File: src/rtl/dec_pipe_pkg.sv
// ---------------------------------------------------------------------------
// dec_pipe_pkg : occupancy encoding and decode helpers for dec_pipe
// Rev 1.0
// ---------------------------------------------------------------------------
`default_nettype none

package dec_pipe_pkg;

  typedef logic [1:0] occ_t;

  localparam occ_t ST_EMPTY = 2'd0;
  localparam occ_t ST_ONE   = 2'd1;
  localparam occ_t ST_FULL  = 2'd2;

  // Bit k of the decode; codes past num_out never select anything.
  function automatic logic dec_onehot(input int unsigned sel,
                                      input int unsigned k,
                                      input int unsigned num_out,
                                      input logic        active_low);
    return ((sel == k) && (k < num_out)) ^ active_low;
  endfunction

  function automatic logic inactive_level(input logic active_low);
    return active_low;
  endfunction

endpackage

`default_nettype wire

File: src/rtl/dec_core.sv
// ---------------------------------------------------------------------------
// dec_core : combinational SEL_W -> NUM_OUT one-hot/one-cold decode + range flag
// Rev 1.0
// ---------------------------------------------------------------------------
`default_nettype none

module dec_core
  import dec_pipe_pkg::*;
#(
  parameter int SEL_W      = 2,
  parameter int NUM_OUT    = 4,
  parameter int ACTIVE_LOW = 0,
  parameter bit RANGE_EN   = 1'b0
) (
  input  logic [SEL_W-1:0]   sel,
  output logic [NUM_OUT-1:0] y,
  output logic               range_err
);

  genvar k;
  generate
    for (k = 0; k < NUM_OUT; k++) begin : g_bit
      assign y[k] = dec_onehot(32'(sel), k, NUM_OUT, ACTIVE_LOW != 0);
    end

    // A fully populated code space can never be out of range.
    if (!RANGE_EN || (NUM_OUT == (1 << SEL_W))) begin : g_range_off
      assign range_err = 1'b0;
    end else begin : g_range_on
      assign range_err = (32'(sel) >= 32'(NUM_OUT));
    end
  endgenerate

endmodule

`default_nettype wire

File: src/rtl/dec_pipe.sv
// ---------------------------------------------------------------------------
// dec_pipe : registered N-to-M decoder with skid-buffered valid/ready handshake
//            optional range flag via `define DEC_PIPE_RANGE_CHK_EN
// Rev 1.0
// ---------------------------------------------------------------------------
`default_nettype none

module dec_pipe
  import dec_pipe_pkg::*;
#(
  parameter int SEL_W      = 2,
  parameter int NUM_OUT    = 4,
  parameter int ACTIVE_LOW = 0
) (
  input  logic               clk,
  input  logic               rst_n,
  input  logic               in_valid,
  output logic               in_ready,
  input  logic [SEL_W-1:0]   in_sel,
  output logic               out_valid,
  input  logic               out_ready,
  output logic [NUM_OUT-1:0] out_y,
  output logic               out_err
);

  localparam logic [NUM_OUT-1:0] c_inactive = {NUM_OUT{inactive_level(ACTIVE_LOW != 0)}};

`ifdef DEC_PIPE_RANGE_CHK_EN
  localparam bit c_range_en = 1'b1;
`else
  localparam bit c_range_en = 1'b0;
`endif

  occ_t               r_state;
  occ_t               w_state_nxt;
  logic               r_in_ready;
  logic [SEL_W-1:0]   r_skid_sel;
  logic [NUM_OUT-1:0] r_out_y;
  logic [NUM_OUT-1:0] w_dec_y;
  logic               w_dec_err;
  logic [SEL_W-1:0]   w_load_sel;
  logic               w_load_out;
  logic               w_load_skid;
  logic               w_acc;
  logic               w_cons;

  assign out_valid = (r_state != ST_EMPTY);
  assign in_ready  = r_in_ready;
  assign out_y     = r_out_y;

  assign w_acc  = in_valid && r_in_ready;
  assign w_cons = out_valid && out_ready;

  always_comb begin
    w_state_nxt = r_state;
    w_load_out  = 1'b0;
    w_load_skid = 1'b0;
    w_load_sel  = in_sel;
    case (r_state)
      ST_EMPTY: begin
        if (w_acc) begin
          w_load_out  = 1'b1;
          w_state_nxt = ST_ONE;
        end
      end
      ST_ONE: begin
        if (w_acc && w_cons) begin
          w_load_out = 1'b1;
        end else if (w_cons) begin
          w_state_nxt = ST_EMPTY;
        end else if (w_acc) begin
          w_load_skid = 1'b1;
          w_state_nxt = ST_FULL;
        end
      end
      ST_FULL: begin
        // in_ready is low here, so only the skid entry can move forward.
        if (w_cons) begin
          w_load_out  = 1'b1;
          w_load_sel  = r_skid_sel;
          w_state_nxt = ST_ONE;
        end
      end
      default: begin
        w_state_nxt = ST_EMPTY;
      end
    endcase
  end

  dec_core #(
    .SEL_W      (SEL_W),
    .NUM_OUT    (NUM_OUT),
    .ACTIVE_LOW (ACTIVE_LOW),
    .RANGE_EN   (c_range_en)
  ) u_dec_core (
    .sel       (w_load_sel),
    .y         (w_dec_y),
    .range_err (w_dec_err)
  );

  always_ff @(posedge clk) begin
    if (!rst_n) begin
      r_state    <= ST_EMPTY;
      r_in_ready <= 1'b0;
      r_skid_sel <= '0;
      r_out_y    <= c_inactive;
    end else begin
      r_state    <= w_state_nxt;
      r_in_ready <= (w_state_nxt != ST_FULL);
      if (w_load_skid) begin
        r_skid_sel <= in_sel;
      end
      if (w_load_out) begin
        r_out_y <= w_dec_y;
      end
    end
  end

`ifdef DEC_PIPE_RANGE_CHK_EN
  logic r_out_err;

  always_ff @(posedge clk) begin
    if (!rst_n) begin
      r_out_err <= 1'b0;
    end else if (w_load_out) begin
      r_out_err <= w_dec_err;
    end
  end

  assign out_err = r_out_err;
`else
  // Decoder built without range logic, so this is a constant 0.
  assign out_err = w_dec_err;
`endif

endmodule

`default_nettype wire

File: config.mk
export PLATFORM = sky130hd
export DESIGN_NAME = dec_pipe
export DESIGN_NICKNAME = d
export VERILOG_FILES = /design/src/rtl/dec_pipe_pkg.sv /design/src/rtl/dec_core.sv /design/src/rtl/dec_pipe.sv
export SDC_FILE = /design/constraint.sdc
export NUM_CORES = 1
export LEC_CHECK = 0
export ABC_AREA = 0
export CAP_MARGIN = 15
export CORE_MARGIN = 2
export CORE_UTILIZATION = 48
export CTS_CLUSTER_SIZE = 12
export DETAILED_ROUTE_END_ITERATION = 16
export PLACE_DENSITY = 0.77
export SLEW_MARGIN = 30
export SYNTH_ARGS = -nofsm -noshare
export SYNTH_HDL_FRONTEND = slang
export SYNTH_HIERARCHICAL = 1
export SYNTH_SLANG_ARGS = --single-unit
export TNS_END_PERCENT = 10
File: constraint.sdc
create_clock -name clk -period 1.8 [get_ports clk]
set_clock_uncertainty 0.05 [all_clocks]
set_input_delay 0.27 -clock clk [delete_from_list [all_inputs] [get_ports clk]]
set_output_delay 0.27 -clock clk [all_outputs]
set_load 0.05 [all_outputs]
Yosys cells after proc, flatten, opt, wreduce, memory -nomap -nowiden --
Cells that the tools add are included.
Storage, ports and cells: register bits after elaboration 9, output and inout port bits 7
Operators by class: eq/ne operators 6, multiplexer cells 15, reductions and logical operators 6
Operators by type and width (count):
- 2-bit two-way mux | 7
- 2-bit == test (second input constant) | 3
- 1-bit two-way mux | 6
- 2-bit case mux with 3 select lines | 1
- 2-bit by 1-bit == test with 1-bit output (second input constant) | 2
- 2-bit zero test | 2
- 1-bit logical AND | 3
- 1-bit case mux with 3 select lines | 1
- 2-bit inequality test (second input constant) | 1
- 2-bit nonzero test | 1

Depth between registers and ports, before layout --
depth in word-level cells 6, depth in mapped cells 7, depth with buffers taken out 7

Cells and area by module --
Netlist, hierarchy kept.
By module, submodules not included:
- dec_pipe | times used 1, area an instance 594.3 um^2, cells an instance 67
- dec_core | times used 1, area an instance 37.5 um^2, cells an instance 6

Least setup slack after synthesis --
OpenSTA, ideal clock, no wires.
kind register to register, from reg r_state[0], to reg r_out_y[1], in the netlist out_y[1], slack 0.218 ns, stages on the path, launching flop included 8, library setup time 0.129 ns, buffers on the path 0, arrival time 1.404 ns, cell sequence dfxtp_1 -> nor2b_4 -> nand2_4 -> mux2_4 -> and2b_2 -> nor2b_1 -> nand4_1 -> nand4_1
On the way: word-level cells in the longest chain between the ends 5, elaborated cells between the ends (all ways) 12, those cells by class 3 x eq/ne; 5 x mux; 4 x reduce/logical
RTL lines:
- start: declaration | line dec_pipe.sv:34 | occ_t r_state;
- start signal: assignment | line dec_pipe.sv:108 | r_state <= w_state_nxt;
- 2-bit nonzero test | line dec_pipe.sv:47 | assign out_valid = (r_state != ST_EMPTY);
- 1-bit logical AND | line dec_pipe.sv:52 | assign w_cons = out_valid && out_ready;
- 2-bit two-way mux | line dec_pipe.sv:78 | if (w_cons) begin
- 2-bit two-way mux (*) | line dec_pipe.sv:59 | case (r_state)
- via w_load_sel[0] | line dec_pipe.sv:41 | logic [SEL_W-1:0] w_load_sel;
- 2-bit by 1-bit == test with 1-bit output (*) | line dec_pipe_pkg.sv:20 | return ((sel == k) && (k < num_out)) ^ active_low;
- via w_dec_y[1] | line dec_pipe.sv:39 | logic [NUM_OUT-1:0] w_dec_y;
- end signal: assignment | line dec_pipe.sv:106 | r_out_y <= c_inactive;
- end signal: assignment | line dec_pipe.sv:114 | r_out_y <= w_dec_y;
- end: declaration | line dec_pipe.sv:38 | logic [NUM_OUT-1:0] r_out_y;
Mark *: on every way through the listed nets, which the timed path passes. The rest lies on a longest branch. A chain may end at the register's enable or synchronous reset.

Worst setup path in the final report --
from in out_ready, to reg r_out_y[1], in the netlist out_y[1]
On the way: word-level cells in the longest chain between the ends 4, elaborated cells between the ends (all ways) 8, those cells by class 1 x eq/ne; 5 x mux; 2 x reduce/logical
RTL lines:
- start: declaration | line dec_pipe.sv:21 | input logic out_ready,
- 1-bit logical AND | line dec_pipe.sv:52
- 2-bit two-way mux | line dec_pipe.sv:78
- 2-bit two-way mux | line dec_pipe.sv:59
- via w_load_sel[0] | line dec_pipe.sv:41
- 2-bit by 1-bit == test with 1-bit output | line dec_pipe_pkg.sv:20
- via w_dec_y[1] | line dec_pipe.sv:39
The timed path passes the listed nets, and every way through them passes these cells.

==> impl_results.html <==
<table>
<tr><th>Metric</th><th>Value</th></tr>
<tr><th colspan="2">Status</th></tr>
<tr><td>Outcome</td><td>finished clean</td></tr>
<tr><th colspan="2">Critical path</th></tr>
<tr><td>Buffers &amp; Inverters on Critical Path</td><td>1</td></tr>
<tr><td>Critical path's top delay family</td><td>simple AND/OR/NAND/NOR gates</td></tr>
<tr><td>CP Cell Sequence</td><td>clkdlybuf4s50_1, nor2b_4, nand2_4, mux2_4, and2b_2, nor2b_1, nand4_1, nand4_1</td></tr>
<tr><td>Data arrival time of the critical path</td><td>approximately 1.8 ns</td></tr>
<tr><td>Critical Path Source Type</td><td>input port</td></tr>
<tr><td>Critical Path RT</td><td>about 1.9 ns</td></tr>
<tr><td>Worst setup path class</td><td>in2reg</td></tr>
<tr><td>Kind of end point of the critical path</td><td>register</td></tr>
<tr><td>Critical Path Max Stage Delay</td><td>0.49 ns</td></tr>
<tr><td>Critical path's slowest cell</td><td>clkdlybuf4s50_1</td></tr>
<tr><td>Cell seen most often among critical-path stages</td><td>nand4_1</td></tr>
<tr><td>Largest fanout on the critical path</td><td>4</td></tr>
<tr><th colspan="2">Pwr</th></tr>
<tr><td>Static leakage</td><td>0.328 nW</td></tr>
<tr><td>Switching Share</td><td>between 30% and 40%</td></tr>
<tr><td>Switch Pwr</td><td>roughly 0.00015 W</td></tr>
<tr><td>Power per cell area</td><td>around 630 nW/um^2</td></tr>
<tr><td>Overall power of the completed layout</td><td>a little over 0.0005 W</td></tr>
<tr><td>Proportion of power drawn by combinational gates</td><td>a little over a quarter</td></tr>
<tr><td>Power share of the sequential group</td><td>between 40% and 50%</td></tr>
<tr><td>Int Pwr</td><td>about 0.00035 W</td></tr>
<tr><td>Worst ir drop on vdd</td><td>approximately 0.0004 V</td></tr>
<tr><td>Clock network fraction of total power</td><td>a little under a third</td></tr>
<tr><th colspan="2">Synthesis</th></tr>
<tr><td>Syn Inst Count</td><td>73</td></tr>
<tr><td>Avg Cell Area, Syn</td><td>just under 9 um^2</td></tr>
<tr><td>Register bit total from synthesis</td><td>9</td></tr>
<tr><td>Number of warnings issued by yosys</td><td>6</td></tr>
<tr><td>Fraction of the yosys area taken by sequential cells</td><td>28.5%</td></tr>
<tr><td>Synth Cell Area</td><td>between 600 and 700 um^2</td></tr>
<tr><td>Cell types with the largest area share after synthesis</td><td>dfxtp_1 (29%), nand4_1 (16%), nor2b_1 (6.9%)</td></tr>
<tr><td>Cell type contributing the most total cell area after synthesis</td><td>dfxtp_1</td></tr>
<tr><td>Proportion of netlist area held by the largest area contributor</td><td>28.5%</td></tr>
<tr><td>Post-synth net total</td><td>79</td></tr>
<tr><td>Yosys cell types</td><td>28</td></tr>
<tr><th colspan="2">Min path</th></tr>
<tr><td>Kind of path behind the tightest hold check</td><td>reg2reg</td></tr>
<tr><th colspan="2">Place</th></tr>
<tr><td>Weighted congestion at the end of routability-driven global placement</td><td>0.748</td></tr>
<tr><td>Half-perimeter wire length of the detailed placement result</td><td>between 900 and 1000 um</td></tr>
<tr><td>DP Worst Slack</td><td>-0.193 ns</td></tr>
<tr><td>DP Area</td><td>roughly 770 um^2</td></tr>
<tr><td>Input/output buffers</td><td>11</td></tr>
<tr><th colspan="2">Timing</th></tr>
<tr><td>Final Critical Period</td><td>1.72 ns</td></tr>
<tr><td>Total Negative Setup Slacks</td><td>0 ns</td></tr>
<tr><td>Fin worst setup slack</td><td>between 0.08 and 0.09 ns</td></tr>
<tr><td>Setup repair after global routing missed its margin</td><td>no</td></tr>
<tr><td>Achievable frequency</td><td>between 500 and 600 MHz</td></tr>
<tr><td>Number of endpoints failing setup at the final stage</td><td>0</td></tr>
<tr><td>Pins over their slew limit</td><td>0</td></tr>
<tr><td>Final worst path period share</td><td>95.4%</td></tr>
<tr><td>Hold violation count in the final report</td><td>0</td></tr>
<tr><th colspan="2">Finish</th></tr>
<tr><td>Antenna fix cells</td><td>0</td></tr>
<tr><td>Most common library cell in the layout ignoring fill and taps</td><td>nand4_1</td></tr>
<tr><td>Fraction of final layout cells sized beyond drive strength 1</td><td>about 28%</td></tr>
<tr><td>Area of all placed cells without fillers</td><td>~800 um^2</td></tr>
<tr><td>Highest-count cells in the layout ignoring fill and taps</td><td>nand4_1 (16), buf_4 (11), dfxtp_1 (9)</td></tr>
<tr><td>Nets</td><td>96</td></tr>
<tr><td>Synthesis-to-layout area growth</td><td>25.9%</td></tr>
<tr><td>Layout fillers</td><td>112</td></tr>
<tr><th colspan="2">CTS</th></tr>
<tr><td>Max H-tree Level</td><td>1</td></tr>
<tr><td>Clk Latency, worst-skew pair</td><td>0.26 ns</td></tr>
<tr><td>Clock tree from TritonCTS</td><td>built</td></tr>
<tr><td>Number of buffers on the longest clock path</td><td>2</td></tr>
<tr><td>Clock transition time at the flip-flop clock pins of the worst setup and hold paths</td><td>around 0.060 ns</td></tr>
<tr><td>Inserted Clock Buffers</td><td>3</td></tr>
<tr><td>Post-cts repair resize count</td><td>0</td></tr>
<tr><td>Sink Count</td><td>9</td></tr>
<tr><td>Cell chosen for the clock root</td><td>clkbuf_4</td></tr>
<tr><td>Number of buffers inserted by hold repair at cts</td><td>0</td></tr>
<tr><td>Buffers inserted by post-CTS timing repair</td><td>0</td></tr>
<tr><th colspan="2">Route</th></tr>
<tr><td>Routed length per placed instance</td><td>~12 um</td></tr>
<tr><td>Post-detailed-route DRC marker count</td><td>0</td></tr>
<tr><td>Via/cell ratio</td><td>5.34</td></tr>
<tr><td>Starting DRT DRC Count</td><td>10</td></tr>
<tr><td>Post-DRT Antenna Nets</td><td>0</td></tr>
<tr><td>TritonRoute pass-1 iters</td><td>3</td></tr>
<tr><td>Routed vias</td><td>about 560</td></tr>
<tr><td>Routed Wire Length</td><td>roughly 1200 um</td></tr>
<tr><th colspan="2">Die</th></tr>
<tr><td>CORE AREA</td><td>1270 um^2</td></tr>
<tr><td>Die Height</td><td>~40 um</td></tr>
<tr><td>Count of boundary I/O pins</td><td>13</td></tr>
<tr><td>Starting density of the core</td><td>between 40 and 50%</td></tr>
<tr><td>Width of the chip</td><td>between 40 and 50 um</td></tr>
<tr><td>Number of placement rows</td><td>13</td></tr>
<tr><td>Area enclosed by the die boundary</td><td>1620 um^2</td></tr>
<tr><th colspan="2">GRT</th></tr>
<tr><td>Overflow left after global routing</td><td>0</td></tr>
<tr><td>Global-route wire length before repair</td><td>1800 um</td></tr>
<tr><td>Initial antenna violation count</td><td>0</td></tr>
<tr><td>Largest net degree at the start of global routing</td><td>20</td></tr>
<tr><td>Number of global-route vias before repair</td><td>448</td></tr>
<tr><td>Overall fraction of global-route tracks in use</td><td>between 10% and 20%</td></tr>
<tr><th colspan="2">Flow run</th></tr>
<tr><td>Max-cap check violation count</td><td>0</td></tr>
</table>
[metrics by stage]
| stage | hold WS, ns | instances | utilization (%) |
|---|---|---|---|
| after global routing | 0.464 | 104 | 62.7 |
| after global placement | 0.396 | 100 | 60.7 |
| after CTS | 0.414 | 104 | 62.7 |
| after detailed placement | 0.406 | 100 | 60.7 |
| final | 0.414 | 104 | 62.7 |
| after floorplan | 0.362 | 73 | - |
[path summary, 6_finish.rpt]
| path | to | slack, ns | from | cells past startpoint |
|---|---|---|---|---|
| worst min register to register | r_skid_sel[0] | 0.41 | r_skid_sel[0] | 2 |
| worst max register to register | out_y[1] | 0.29 | r_state[0] | 7 |
| worst max-delay path | out_y[1] | 0.08 | out_ready | 8 |
| worst min-delay path | r_skid_sel[0] | 0.41 | r_skid_sel[0] | 2 |
[layer usage]
layer	vias to the layer above	wire length [um]	GRT usage, %
li1	302	-	-
met1	241	566	18.1
met2	10	580	29.8
met3	2	56	10.0
met4	0	7	7.50
met5	-	0	0
[logic make-up (layout without fill, tap and decap cells)]
logic type / Yosys count / count (layout) / share of synthesized area, %
AOI/OAI and AO/OA: 8 / 8 / 9.50
muxes: 4 / 4 / 7.92
DFF: 9 / 9 / 28.5
buffers and inverters: 7 / 23 / 6.53
and+or+nand+nor: 44 / 44 / 46.9
other: 1 / 1 / 0.593
[layout make-up]
type / count / area (um^2) / share of cell area [%]
inverters: 2 / 7.51 / 0.943
repair buffers: 17 / 153 / 19.2
clock buffers: 4 / 26.3 / 3.30
multi-input cells: 57 / 410 / 51.6
well taps: 15 / 18.8 / 2.36
flip-flops and latches: 9 / 180 / 22.6
[Yosys cell counts, drive strengths merged]
cell / n
nand2: 8
clkbuf: 2
nand3: 1
dfxtp: 9
nor2: 1
o2111ai: 4
o21ai: 2
nand2b: 2
nor2b: 8
inv: 2
nand4: 16
mux2: 2
and2: 3
and2b: 2
a32o: 1
nand4b: 1
buf: 3
mux2i: 2
or2b: 1
a21oi: 1
conb: 1
nor3: 1
[power groups by stage]
stage          Sequential (W)  Combinational, W  Clock, W
6_report             0.000213          0.000134  0.000156
5_1_grt              0.000214          0.000142  0.000175
4_1_cts              0.000213          0.000134  0.000165
3_5_place_dp         0.000218          0.000134         0
3_3_place_gp         0.000217          0.000133         0
2_1_floorplan        0.000235         0.0000677         0
[flip-flops by register name, summed over array words and instances, names as in the netlist]
signal	cells
in_ready	1
out_y	4
r_skid_sel	2
r_state	2
[worst register-to-register path, stage by stage (launching register included)]
cell and delay, ns:
dfxtp_1 0.33, nor2b_4 0.14, nand2_4 0.07, mux2_4 0.31, and2b_2 0.20, nor2b_1 0.12, nand4_1 0.08, nand4_1 0.09
Power figures use the tool's default switching activity.
